File: config.mk
export PLATFORM = sky130hd
export DESIGN_NAME = alu_uart_sequencer
export DESIGN_NICKNAME = d
export VERILOG_FILES = /design/src/rtl/alu_uart_pkg.sv /design/src/rtl/alu_seq_timeout.sv /design/src/rtl/alu_uart_sequencer.sv
export SDC_FILE = /design/constraint.sdc
export NUM_CORES = 1
export LEC_CHECK = 0
export BUFFER_PORTS_ARGS = -buffer_cell sky130_fd_sc_hd__buf_2
export CORE_MARGIN = 4
export CORE_UTILIZATION = 52
export CTS_CLUSTER_SIZE = 28
export DETAILED_ROUTE_END_ITERATION = 8
export PLACE_DENSITY_LB_ADDON = 0.15
export SKIP_CTS_REPAIR_TIMING = 1
export SLEW_MARGIN = 20
export SYNTH_ARGS = -nofsm -noshare
export SYNTH_HDL_FRONTEND = slang
export SYNTH_SLANG_ARGS = --single-unit
File: constraint.sdc
create_clock -name i_clk -period 3.6 [get_ports i_clk]
set_input_delay 0.54 -clock i_clk [delete_from_list [all_inputs] [get_ports i_clk]]
set_output_delay 0.54 -clock i_clk [all_outputs]
set_load 0.05 [all_outputs]
File: src/rtl/alu_uart_pkg.sv
`default_nettype none
// ============================================================================
// Module  : alu_uart_pkg
// Brief   : Shared state encoding, opcode defaults and status-bit positions
//           for the UART/ALU frame sequencer.
// Revision: 1.0
// ============================================================================
package alu_uart_pkg;

   localparam logic [2:0] c_ST_WAIT_A    = 3'd0;
   localparam logic [2:0] c_ST_WAIT_B    = 3'd1;
   localparam logic [2:0] c_ST_WAIT_OP   = 3'd2;
   localparam logic [2:0] c_ST_EXEC      = 3'd3;
   localparam logic [2:0] c_ST_TX_RES    = 3'd4;
   localparam logic [2:0] c_ST_WAIT_RES  = 3'd5;
   localparam logic [2:0] c_ST_TX_STAT   = 3'd6;
   localparam logic [2:0] c_ST_WAIT_STAT = 3'd7;

   typedef enum logic [2:0] {
      S_WAIT_A    = c_ST_WAIT_A,
      S_WAIT_B    = c_ST_WAIT_B,
      S_WAIT_OP   = c_ST_WAIT_OP,
      S_EXEC      = c_ST_EXEC,
      S_TX_RES    = c_ST_TX_RES,
      S_WAIT_RES  = c_ST_WAIT_RES,
      S_TX_STAT   = c_ST_TX_STAT,
      S_WAIT_STAT = c_ST_WAIT_STAT
   } seq_state_t;

   localparam logic [7:0] c_OP_ADD = 8'h20;
   localparam logic [7:0] c_OP_SUB = 8'h22;

   localparam int c_STAT_OVF_BIT = 0;
   localparam int c_STAT_ERR_BIT = 1;

endpackage
`default_nettype wire

File: src/rtl/alu_seq_timeout.sv
`default_nettype none
// ============================================================================
// Module  : alu_seq_timeout
// Brief   : Inter-byte timeout counter; cleared on demand, counts while
//           enabled, flags expiry on the TIMEOUT_CYCLES-th enabled cycle.
// Revision: 1.0
// ============================================================================
module alu_seq_timeout #(
   parameter int TIMEOUT_CYCLES = 100000
) (
   input  logic i_clk,
   input  logic i_rst,
   input  logic i_clear,
   input  logic i_enable,
   output logic o_expire
);

   localparam int                 c_WIDTH = $clog2(TIMEOUT_CYCLES + 1);
   localparam logic [c_WIDTH-1:0] c_LAST  = c_WIDTH'(TIMEOUT_CYCLES - 1);

   logic [c_WIDTH-1:0] r_count;

   always_ff @(posedge i_clk) begin
      if (i_rst || i_clear) begin
         r_count <= '0;
      end else if (i_enable) begin
         r_count <= r_count + c_WIDTH'(1);
      end
   end

   assign o_expire = i_enable && (r_count == c_LAST);

endmodule
`default_nettype wire

File: src/rtl/alu_uart_sequencer.sv
`default_nettype none
// ============================================================================
// Module  : alu_uart_sequencer
// Brief   : Collects A, B, opcode over UART, drives ADD_SUB, returns result
//           and status bytes. Optional inter-byte timeout: ALU_SEQ_TIMEOUT_EN.
// Revision: 1.0
// ============================================================================
module alu_uart_sequencer
   import alu_uart_pkg::*;
#(
   parameter int                 NB_DATA        = 8,
   parameter logic [NB_DATA-1:0] OP_ADD         = c_OP_ADD,
   parameter logic [NB_DATA-1:0] OP_SUB         = c_OP_SUB,
   parameter int                 TIMEOUT_CYCLES = 100000
) (
   input  logic               i_clk,
   input  logic               i_reset,
   input  logic [NB_DATA-1:0] i_rx_data,
   input  logic               i_rx_done,
   input  logic               i_tx_done,
   input  logic [NB_DATA-1:0] i_alu_result,
   input  logic               i_alu_overflow,
   output logic [NB_DATA-1:0] o_alu_a,
   output logic [NB_DATA-1:0] o_alu_b,
   output logic               o_alu_ctrl,
   output logic [NB_DATA-1:0] o_tx_data,
   output logic               o_tx_start,
   output logic               o_busy
);

   seq_state_t         r_state;
   seq_state_t         w_state_next;
   logic [NB_DATA-1:0] r_alu_a;
   logic [NB_DATA-1:0] r_alu_b;
   logic               r_ctrl;
   logic               r_err;
   logic [NB_DATA-1:0] r_res;
   logic [NB_DATA-1:0] r_stat;
   logic [NB_DATA-1:0] w_stat;
   logic               w_timeout;

`ifdef ALU_SEQ_TIMEOUT_EN
   logic w_cnt_en;
   logic w_cnt_clr;

   // Any received byte in a waiting state is accepted, so rx_done alone clears.
   assign w_cnt_en  = (r_state == S_WAIT_B) || (r_state == S_WAIT_OP);
   assign w_cnt_clr = i_rx_done || !w_cnt_en;

   alu_seq_timeout #(
      .TIMEOUT_CYCLES (TIMEOUT_CYCLES)
   ) u_timeout (
      .i_clk    (i_clk),
      .i_rst    (i_reset),
      .i_clear  (w_cnt_clr),
      .i_enable (w_cnt_en),
      .o_expire (w_timeout)
   );
`else
   assign w_timeout = 1'b0;
`endif

   always_ff @(posedge i_clk) begin
      if (i_reset) begin
         r_state <= S_WAIT_A;
      end else begin
         r_state <= w_state_next;
      end
   end

   always_comb begin
      w_state_next = r_state;
      case (r_state)
         S_WAIT_A:    if (i_rx_done) w_state_next = S_WAIT_B;
         S_WAIT_B:    if (i_rx_done) w_state_next = S_WAIT_OP;
                      else if (w_timeout) w_state_next = S_WAIT_A;
         S_WAIT_OP:   if (i_rx_done) w_state_next = S_EXEC;
                      else if (w_timeout) w_state_next = S_WAIT_A;
         S_EXEC:      w_state_next = S_TX_RES;
         S_TX_RES:    w_state_next = S_WAIT_RES;
         S_WAIT_RES:  if (i_tx_done) w_state_next = S_TX_STAT;
         S_TX_STAT:   w_state_next = S_WAIT_STAT;
         S_WAIT_STAT: if (i_tx_done) w_state_next = S_WAIT_A;
         default:     w_state_next = S_WAIT_A;
      endcase
   end

   // An invalid opcode forces a zero result and suppresses the ALU overflow.
   always_comb begin
      w_stat                 = '0;
      w_stat[c_STAT_ERR_BIT] = r_err;
      w_stat[c_STAT_OVF_BIT] = !r_err && i_alu_overflow;
   end

   always_ff @(posedge i_clk) begin
      if (i_reset) begin
         r_alu_a <= '0;
         r_alu_b <= '0;
         r_ctrl  <= 1'b0;
         r_err   <= 1'b0;
         r_res   <= '0;
         r_stat  <= '0;
      end else begin
         case (r_state)
            S_WAIT_A:  if (i_rx_done) r_alu_a <= i_rx_data;
            S_WAIT_B:  if (i_rx_done) r_alu_b <= i_rx_data;
            S_WAIT_OP: if (i_rx_done) begin
               r_ctrl <= (i_rx_data == OP_SUB);
               r_err  <= (i_rx_data != OP_ADD) && (i_rx_data != OP_SUB);
            end
            S_EXEC: begin
               r_res  <= r_err ? '0 : i_alu_result;
               r_stat <= w_stat;
            end
            S_WAIT_STAT: if (i_tx_done) r_err <= 1'b0;
            default: ;
         endcase
      end
   end

   assign o_alu_a    = r_alu_a;
   assign o_alu_b    = r_alu_b;
   assign o_alu_ctrl = r_ctrl;
   assign o_tx_start = (r_state == S_TX_RES) || (r_state == S_TX_STAT);
   assign o_tx_data  = ((r_state == S_TX_STAT) || (r_state == S_WAIT_STAT)) ? r_stat : r_res;
   assign o_busy     = (r_state != S_WAIT_A);

endmodule
`default_nettype wire

== After elaboration in Yosys (flattened, before gate mapping) ==
Cells that the tools add are included.
Storage, ports and cells
  input port bits: 21
  logic and storage cells: 46
  output and inout port bits: 27
  flip-flop bits (word level): 31
Cells by class
  reductions and logical operators: 13
  mux-type cells: 11
  eq/ne operators: 15
Operators with widths (count)
  one-hot mux 3 bit (8 select lines): 1
  two-way mux 8 bit: 2
  != test 8 x 6 -> 1 bit (second input constant): 2
  two-way mux 3 bit: 5
  equality test 3 bit (second input constant): 4
  != test 2 bit (second input constant): 5
  equality test 8 x 6 -> 1 bit (second input constant): 1
  equality test 3 x 2 -> 1 bit (second input constant): 2
  AND reduction 2 bit: 3
  AND reduction 5 bit: 1
  equality test 3 x 1 -> 1 bit (second input constant): 1
  logical NOT 3 bit: 1
  AND reduction 3 bit: 1
  nonzero test 3 bit: 1
  logical AND 1 bit: 2
  logical OR 1 bit: 2
  two-way mux 1 bit: 2
  one-hot mux 1 bit (2 select lines): 1
  nonzero test 2 bit: 1
  logical NOT 1 bit: 1

== Logic depth before layout (Yosys ltp) ==
Gate-level depths: netlist of run 1.
  word-level depth: 4
  depth in mapped cells: 5
  mapped depth without buffers: 3

== Worst setup path after synthesis of run 1 ==
No wires, ideal clock.
  path kind: register -> output
  start: register r_state[2]
  end: output o_tx_start
  setup slack: 1850 ps
  arrival: 1210 ps
  path buffers: 1
  cell stages (with the launch flop): 3
  data required time: 3060 ps
  path through: dfxtp_1 > buf_6 > nor2b_1
On the way
  longest elaborated chain between the ends: 2
  elaborated cells between the ends (all ways): 3
  classes of those cells: 2 x eq/ne; 1 x reduce/logical
RTL lines
  start, declared: RTL line alu_uart_sequencer.sv:31  | seq_state_t r_state;
  start signal, assigned: RTL line alu_uart_sequencer.sv:67  | r_state <= w_state_next;
  equality test 3 bit: RTL line alu_uart_sequencer.sv:124  | assign o_tx_start = (r_state == S_TX_RES) || (r_state == S_TX_STAT);
  logical OR 1 bit (*): RTL line alu_uart_sequencer.sv:124
  end, declared: RTL line alu_uart_sequencer.sv:27  | output logic o_tx_start,
Every way passes the cells marked *; elsewhere a longest branch is shown, timed or not.

== Worst setup path in the final report of run 1 ==
  start: register r_state[2]
  end: output o_tx_data[0]
On the way
  longest elaborated chain between the ends: 3
  elaborated cells between the ends (all ways): 4
  classes of those cells: 2 x eq/ne; 1 x mux; 1 x reduce/logical
RTL lines
  equality test 3 bit: RTL line alu_uart_sequencer.sv:125  | assign o_tx_data = ((r_state == S_TX_STAT) || (r_state == S_WAIT_STAT)) ? r_stat : r_res;
  logical OR 1 bit (*): RTL line alu_uart_sequencer.sv:125
  two-way mux 8 bit (*): RTL line alu_uart_sequencer.sv:125
  end, declared: RTL line alu_uart_sequencer.sv:26  | output logic [NB_DATA-1:0] o_tx_data,
Marked as above.

==> impl_summary.log, run 1 <==
[metrics] run status: complete, no violations
[metrics] core footprint: 2320 µm²
[metrics] maximum net fanout on the critical path: 14
[metrics] power spent charging and discharging nets: about 0.22 mW
[metrics] count of state elements after synthesis: 31
[metrics] setup TNS: 0 ns
[metrics] number of DRC markers in iteration 0: 38
[metrics] die height: between 50 and 60 µm
[metrics] Period minus WS final: 2.33 ns
[metrics] x dimension of the die: 58.4 µm
[metrics] required time of the critical path: roughly 3 ns
[metrics] fraction of the cycle the final worst path needs: 64.8%
[metrics] insertion delay to the later sink of the worst-skew pair: between 0.3 and 0.4 ns
[metrics] cells along the critical path: nand2_1 > mux2_2 > buf_2
[metrics] area enclosed by the die boundary: 3410 µm²
[metrics] RD Place Congestion: ~0.74
[metrics] share of synthesized flip-flops with an asynchronous set or reset: 0%
[metrics] maximum clock path buffer count: 2
[metrics] proportion of layout cells with a drive suffix above 1: 29.2%
[metrics] initial antenna violation count: 0
[metrics] first drt pass iteration count: 4
[metrics] proportion of power drawn by combinational gates: 15.7%
[metrics] post-route worst setup slack: 1.27 ns
[metrics] Max Clock Skew: 0.0105 ns
[metrics] post-synthesis instance total: between 150 and 200
[metrics] relative slew slack: 64.2%
[metrics] Sink Count: 31
[metrics] Routed wire per std cell: 13.7 µm
[metrics] master of the slowest instance on the critical path: sky130_fd_sc_hd__dfxtp_1
[metrics] Max rail drop VDD: 0.434 mV
[metrics] Total Wirelength: 3150 µm
[metrics] Worst Setup Slack post-DPL: 1.64 ns
[metrics] achievable clock frequency: 0.429 GHz
[metrics] Clk pin slew, worst setup/hold paths: 0.09 ns
[metrics] crit path kind: reg -> out
[metrics] initial standard-cell utilization of the core: a little under three fifths
[metrics] fillcell total: 208
[metrics] ratio of total power to cell area: 479 nW/µm²
[metrics] final hold violations: 0
[metrics] final number of max-transition violations: 0
[metrics] Detail Placement HPWL: 2310 µm
[metrics] leading register cell type out of synthesis: sky130_fd_sc_hd__dfxtp_1
[metrics] Clock power frac: around 36%
[metrics] mean number of vias per cell: 5.42
[metrics] post-detailed-route count of antenna-violating nets: 0
[metrics] CP Launch Type: register
[metrics] part of the Yosys area used for sequential elements: 47.1%
[metrics] Root Driver: sky130_fd_sc_hd__clkbuf_4
[metrics] Syn. warnings: 0
[metrics] internal power summed over all cells: between 0.5 and 0.6 mW
[metrics] clock tree from TritonCTS: built
[metrics] # H-tree levels: 2
[metrics] via count of the first global-routing pass: 1193
[metrics] post-synth design cell area: 1320 µm²
[metrics] number of buffer cells added on primary ports: between 40 and 50
[metrics] DRC violation count after routing: 0
[metrics] first-pass GRT wire length: 4930 µm
[metrics] final-stage net count: approximately 220
[metrics] largest net degree at the start of global routing: 31
[metrics] Post-Route Utilization: 69.7%
[metrics] slowest cell delay on critical path: about 0.6 ns
[metrics] number of buffers inserted during clock tree synthesis: 5
[metrics] worst min-delay path class: reg -> reg
[metrics] Worst Setup End Kind: primary output
[metrics] data arrival time of the critical path: 1.79 ns
[metrics] count of different cell masters after synthesis: 31
[metrics] synthesized netlist net count: 179
[metrics] Boundary Pins: 48
[metrics] Avg Cell Area, Syn: ~8.3 µm²
[metrics] Max Cap Viol: 0
[metrics] number of core rows: 17
[metrics] final setup vio count: 0
[metrics] Finished Cell Area: 1620 µm²
[metrics] remaining global-route overflow: 0
[metrics] Area growth syn-to-layout: 22.5%
[metrics] fraction of power consumed by sequential logic: 47.9%
[metrics] count of flip-flops with a built-in enable after synthesis: 0
[metrics] switching part of the total: around 28%
[metrics] leakage power total: between 0.7 and 0.8 nW
[metrics] slew at the pin with the worst max-slew slack: 0.537 ns
[metrics] number of diodes added for antenna fixing: 0
[metrics] total routing usage reported by global routing: 19.0%
[metrics] via total after detailed routing: 1246
[metrics] post-place instance area: 1530 µm²
[metrics] unrepaired setup endpoints after global routing: false
metal layers:
| metal | share of wire [%] | wire, µm | global-route usage [%] | vias up |
|---|---|---|---|---|
| met4 | 2.5 | 80 | 11.3 | 0 |
| met2 | 46 | 1440 | 30.3 | 39 |
| li1 | - | - | - | 621 |
| met5 | 0 | 0 | 0 | - |
| met3 | 6.7 | 212 | 5.92 | 11 |
| met1 | 45 | 1420 | 22.2 | 575 |
sequential cells by signal, summed over array words and instances (netlist names):
| register | count |
|---|---|
| o_alu_ctrl | 1 |
| o_alu_a | 8 |
| o_alu_b | 8 |
| r_res | 8 |
| r_err | 1 |
| r_stat | 2 |
| r_state | 3 |
Yosys cell counts, types with 2 or more instances:
master	count	area [µm²]
sky130_fd_sc_hd__and2_1	6	37.5
sky130_fd_sc_hd__dfxtp_1	31	621
sky130_fd_sc_hd__inv_1	2	7.51
sky130_fd_sc_hd__buf_2	3	15.0
sky130_fd_sc_hd__clkbuf_1	4	15.0
sky130_fd_sc_hd__mux2_2	2	22.5
sky130_fd_sc_hd__nand2_1	45	169
sky130_fd_sc_hd__nand3b_1	10	75.1
sky130_fd_sc_hd__nor2_1	4	15.0
sky130_fd_sc_hd__buf_4	2	15.0
sky130_fd_sc_hd__a21oi_1	29	145
layout make-up:
type / count / area (µm²) / area share (%)
flip-flops and latches: 31 / 621 / 38.4
repair buffers: 47 / 235 / 14.6
multi-input cells: 114 / 631 / 39.0
inverters: 2 / 7.51 / 0.465
clock inverters: 2 / 35.0 / 2.17
well taps: 28 / 35.0 / 2.17
clock buffers: 6 / 51.3 / 3.18
power groups by stage:
stage | Sequential (mW) | Combinational, mW | Clock, mW
final | 0.371 | 0.121 | 0.281
after global routing | 0.373 | 0.130 | 0.305
after detailed placement | 0.378 | 0.122 | 0
after global placement | 0.377 | 0.120 | 0
after CTS | 0.370 | 0.122 | 0.286
after floorplan | 0.407 | 0.0606 | 0
cells in the final DEF (no fill, tap or decap):
cell type	synthesis	final
sky130_fd_sc_hd__bufinv_16	0	1
sky130_fd_sc_hd__nor4b_4	1	1
sky130_fd_sc_hd__nor4_1	1	1
sky130_fd_sc_hd__clkbuf_4	0	5
sky130_fd_sc_hd__and2_1	6	6
sky130_fd_sc_hd__a21oi_1	29	29
sky130_fd_sc_hd__a221oi_1	1	1
sky130_fd_sc_hd__nor2_1	4	4
sky130_fd_sc_hd__or4b_1	1	1
sky130_fd_sc_hd__clkbuf_8	0	1
sky130_fd_sc_hd__mux2_2	2	2
sky130_fd_sc_hd__nand2b_1	1	1
sky130_fd_sc_hd__nand4bb_1	1	1
sky130_fd_sc_hd__o22a_1	1	1
sky130_fd_sc_hd__or3_1	1	1
sky130_fd_sc_hd__and4bb_2	1	1
sky130_fd_sc_hd__inv_1	2	2
sky130_fd_sc_hd__o21ai_0	1	1
sky130_fd_sc_hd__dfxtp_1	31	31
sky130_fd_sc_hd__nor3b_1	1	1
sky130_fd_sc_hd__nor4b_1	1	1
sky130_fd_sc_hd__and4bb_1	1	1
sky130_fd_sc_hd__nand2_1	45	45
sky130_fd_sc_hd__buf_2	3	47
sky130_fd_sc_hd__and3b_1	1	1
sky130_fd_sc_hd__and3_1	1	1
sky130_fd_sc_hd__a41o_1	1	1
sky130_fd_sc_hd__clkinv_2	0	1
sky130_fd_sc_hd__nor2b_1	1	1
sky130_fd_sc_hd__a211oi_1	1	1
sky130_fd_sc_hd__nand3b_1	10	10
logic make-up (layout without fill, tap and decap cells):
family	count (synthesis)	in the layout	synth area share, %
AO/OA/AOI/OAI	34	34	14.0
buffers and inverters	13	57	5.12
flip-flops	31	31	47.1
AND/OR/NAND/NOR	78	78	32.1
multiplexers	2	2	1.71
final timing paths:
path         slack, ns  depth (start not counted)                 endpoint                    start
max               1.27                          3             o_tx_data[0]  r_state[2]$_SDFFE_PP0P_
min               0.45                          2    r_res[4]$_SDFFE_PP0N_    r_res[4]$_SDFFE_PP0N_
max reg2reg       2.11                          3  o_alu_a[2]$_SDFFE_PP0P_  r_state[2]$_SDFFE_PP0P_
min reg2reg       0.45                          2    r_res[4]$_SDFFE_PP0N_    r_res[4]$_SDFFE_PP0N_
worst max-delay path: cells and delay by family (launching register included):
kind                   cells  cell delay, ns
buffers and inverters      1            0.21
DFF                        1            0.60
muxes                      1            0.35
and+or+nand+nor            1            0.31
per-stage QoR:
stage | power, mW | hold WS [ns] | std cells
2_1_floorplan | 0.467 | 0.427 | 158
3_3_place_gp | 0.496 | 0.434 | 222
3_5_place_dp | 0.500 | 0.440 | 222
4_1_cts | 0.778 | 0.453 | 230
5_1_grt | 0.808 | 0.464 | 230
6_report | 0.773 | 0.453 | 230
No activity file was read; power rests on OpenSTA's default activity.
==> run 2, diff against run 1 <==
Settings changed: CORE_UTILIZATION 52 to 43.
Clock period 3.6 ns to 2 ns, I/O delays scaled along.
==> impl_summary.log, run 2 (synthesized netlist as in run 1, its figures left out) <==
[metrics] via count of the first global-routing pass: 1215 (was 1193)
[metrics] required time of the critical path: 1.70 ns (was 3.06 ns)
[metrics] via total after detailed routing: 1255 (was 1246)
[metrics] die height: 63.4 µm (was 58.4 µm)
[metrics] core footprint: 2850 µm² (was 2320 µm²)
[metrics] worst min-delay path class: in -> reg (was reg -> reg)
[metrics] x dimension of the die: 63.4 µm (was 58.4 µm)
[metrics] proportion of power drawn by combinational gates: 16.3% (was 15.7%)
[metrics] total routing usage reported by global routing: 17.3% (was 19.0%)
[metrics] ratio of total power to cell area: 856 nW/µm² (was 479 nW/µm²)
[metrics] relative slew slack: 68.6% (was 64.2%)
[metrics] Detail Placement HPWL: 2360 µm (was 2310 µm)
[metrics] leakage power total: 0.731 nW (was 0.716 nW)
[metrics] maximum clock path buffer count: 2 (unchanged)
[metrics] fillcell total: 301 (was 208)
[metrics] final hold violations: 0 (unchanged)
[metrics] Clk pin slew, worst setup/hold paths: 0.10 ns (was 0.09 ns)
[metrics] area enclosed by the die boundary: 4020 µm² (was 3410 µm²)
[metrics] Finished Layout Cells: 236 (was 230)
[metrics] Max Cap Viol: 0 (unchanged)
[metrics] switching part of the total: 28.5% (was 28.0%)
[metrics] first-pass GRT wire length: 5510 µm (was 4930 µm)
[metrics] number of buffer cells added on primary ports: 47 (unchanged)
[metrics] slew at the pin with the worst max-slew slack: 0.469 ns (was 0.537 ns)
[metrics] insertion delay to the later sink of the worst-skew pair: 0.33 ns (about the same)
[metrics] unrepaired setup endpoints after global routing: false (unchanged)
[metrics] internal power summed over all cells: 1.01 mW (was 0.557 mW)
[metrics] final number of max-transition violations: 0 (unchanged)
[metrics] largest net degree at the start of global routing: 19 (was 31)
[metrics] Total Wirelength: 3210 µm (was 3150 µm)
[metrics] Root Driver: sky130_fd_sc_hd__clkbuf_4 (unchanged)
[metrics] fraction of the cycle the final worst path needs: 93.8%
[metrics] final setup vio count: 0 (unchanged)
[metrics] clock tree from TritonCTS: built (unchanged)
[metrics] proportion of layout cells with a drive suffix above 1: 30.2% (was 29.2%)
[metrics] commonest cells after routing, fill and taps aside: sky130_fd_sc_hd__buf_2, sky130_fd_sc_hd__nand2_1, sky130_fd_sc_hd__dfxtp_1 (unchanged)
[metrics] achievable clock frequency: between 0.5 and 0.6 GHz
[metrics] remaining global-route overflow: 0 (unchanged)
[metrics] Sink Count: 31 (unchanged)
[metrics] initial standard-cell utilization of the core: 46.2% (was 56.9%)
[metrics] initial antenna violation count: 0 (unchanged)
[metrics] Area growth syn-to-layout: 24.5% (was 22.5%)
[metrics] number of diodes added for antenna fixing: 0 (unchanged)
[metrics] number of core rows: 19 (was 17)
[metrics] final-stage net count: 225 (was 222)
[metrics] Routed wire per std cell: 13.6 µm (was 13.7 µm)
[metrics] Clock power frac: 36.6% (was 36.4%)
[metrics] first drt pass iteration count: 4 (unchanged)
[metrics] number of DRC markers in iteration 0: 54 (was 38)
[metrics] Boundary Pins: 48 (unchanged)
[metrics] RD Place Congestion: 0.772 (was 0.739)
[metrics] power spent charging and discharging nets: 0.400 mW (was 0.217 mW)
[metrics] most common cell after layout, fill and taps aside: sky130_fd_sc_hd__buf_2 (unchanged)
[metrics] crit path kind: reg -> out (unchanged)
[metrics] mean number of vias per cell: 5.32 (was 5.42)
[metrics] number of placed instances, taps included: 228 (was 222)
[metrics] run status: complete, no violations (unchanged)
[metrics] fraction of power consumed by sequential logic: 47.1% (was 47.9%)
[metrics] Worst Setup End Kind: primary output (unchanged)
[metrics] data arrival time of the critical path: 1.58 ns (was 1.79 ns)
[metrics] CP Launch Type: register (unchanged)
[metrics] Max rail drop VDD: 0.511 mV (was 0.434 mV)
[metrics] post-detailed-route count of antenna-violating nets: 0 (unchanged)
[metrics] number of buffers inserted during clock tree synthesis: 5 (unchanged)
[metrics] maximum net fanout on the critical path: 10 (was 14)
[metrics] DRC violation count after routing: 0 (unchanged)
[metrics] # H-tree levels: 2 (unchanged)
[metrics] Max Clock Skew: 0.0106 ns (was 0.0105 ns)
[metrics] Period minus WS final: about 1.9 ns
[metrics] setup TNS: 0 ns (unchanged)
==> run 2: changes by cell type in the layout (fill, tap and decap cells not counted), sizes merged <==
cell | before | now
buf | 47 | 50
==> run 2: stage by stage <==
step | utilization (%) | hold slack (ns) | power (mW) | setup WS, ns | area, µm²
floorplan | - | 0.427 | 0.841 | 0.490 | 1320
detailed placement | 54.5 | 0.440 | 0.906 | 0.474 | 1560
finish | 57.5 | 0.222 | 1.41 | 0.124 | 1640
global placement | 54.5 | 0.434 | 0.900 | 0.521 | 1560
CTS | 57.5 | 0.216 | 1.42 | 0.0970 | 1640
global route | 57.5 | 0.220 | 1.47 | 0.0303 | 1640
==> run 2: final cells by class <==
class                   count  area [µm²]  share of cell area [%]
well taps                  31        38.8                    2.36
flip-flops and latches     31         621                    37.8
clock buffers               6        51.3                    3.13
repair buffers             50         258                    15.7
inverters                   2        7.51                   0.457
multi-input cells         114         631                    38.4
clock inverters             2        35.0                    2.13
==> run 2: path summary, 6_finish.rpt <==
path | startpoint | endpoint | slack [ns] | depth (start not counted)
setup reg to reg | r_state[2]$_SDFFE_PP0P_ | o_alu_a[3]$_SDFFE_PP0P_ | 0.42 | 4
hold reg to reg | r_res[6]$_SDFFE_PP0N_ | r_res[6]$_SDFFE_PP0N_ | 0.45 | 2
hold / removal | i_rx_data[3] | o_alu_b[3]$_SDFFE_PP0P_ | 0.22 | 3
setup / recovery | r_state[2]$_SDFFE_PP0P_ | o_tx_data[0] | 0.12 | 3
==> run 2: critical path, cell delays in order, from the launching register on <==
cell and delay (ns):
sky130_fd_sc_hd__dfxtp_1 0.37, sky130_fd_sc_hd__nand2_1 0.29, sky130_fd_sc_hd__mux2_2 0.37, sky130_fd_sc_hd__buf_2 0.21
==> run 2: per-layer routing <==
metal	vias up	track usage, %	share of wire [%]
met5	-	0	0
met4	0	5.66	1.3
met3	6	6.93	8.0
met2	39	30.6	49
met1	582	18.6	42
li1	628	-	-
==> run 2: power groups by stage <==
stage               clock (mW)  sequential [mW]  combinational, mW
floorplan                    0            0.732              0.109
global placement             0            0.675              0.225
detailed placement           0            0.676              0.229
CTS                      0.522            0.662              0.230
global route             0.554            0.667              0.248
finish                   0.514            0.662              0.229
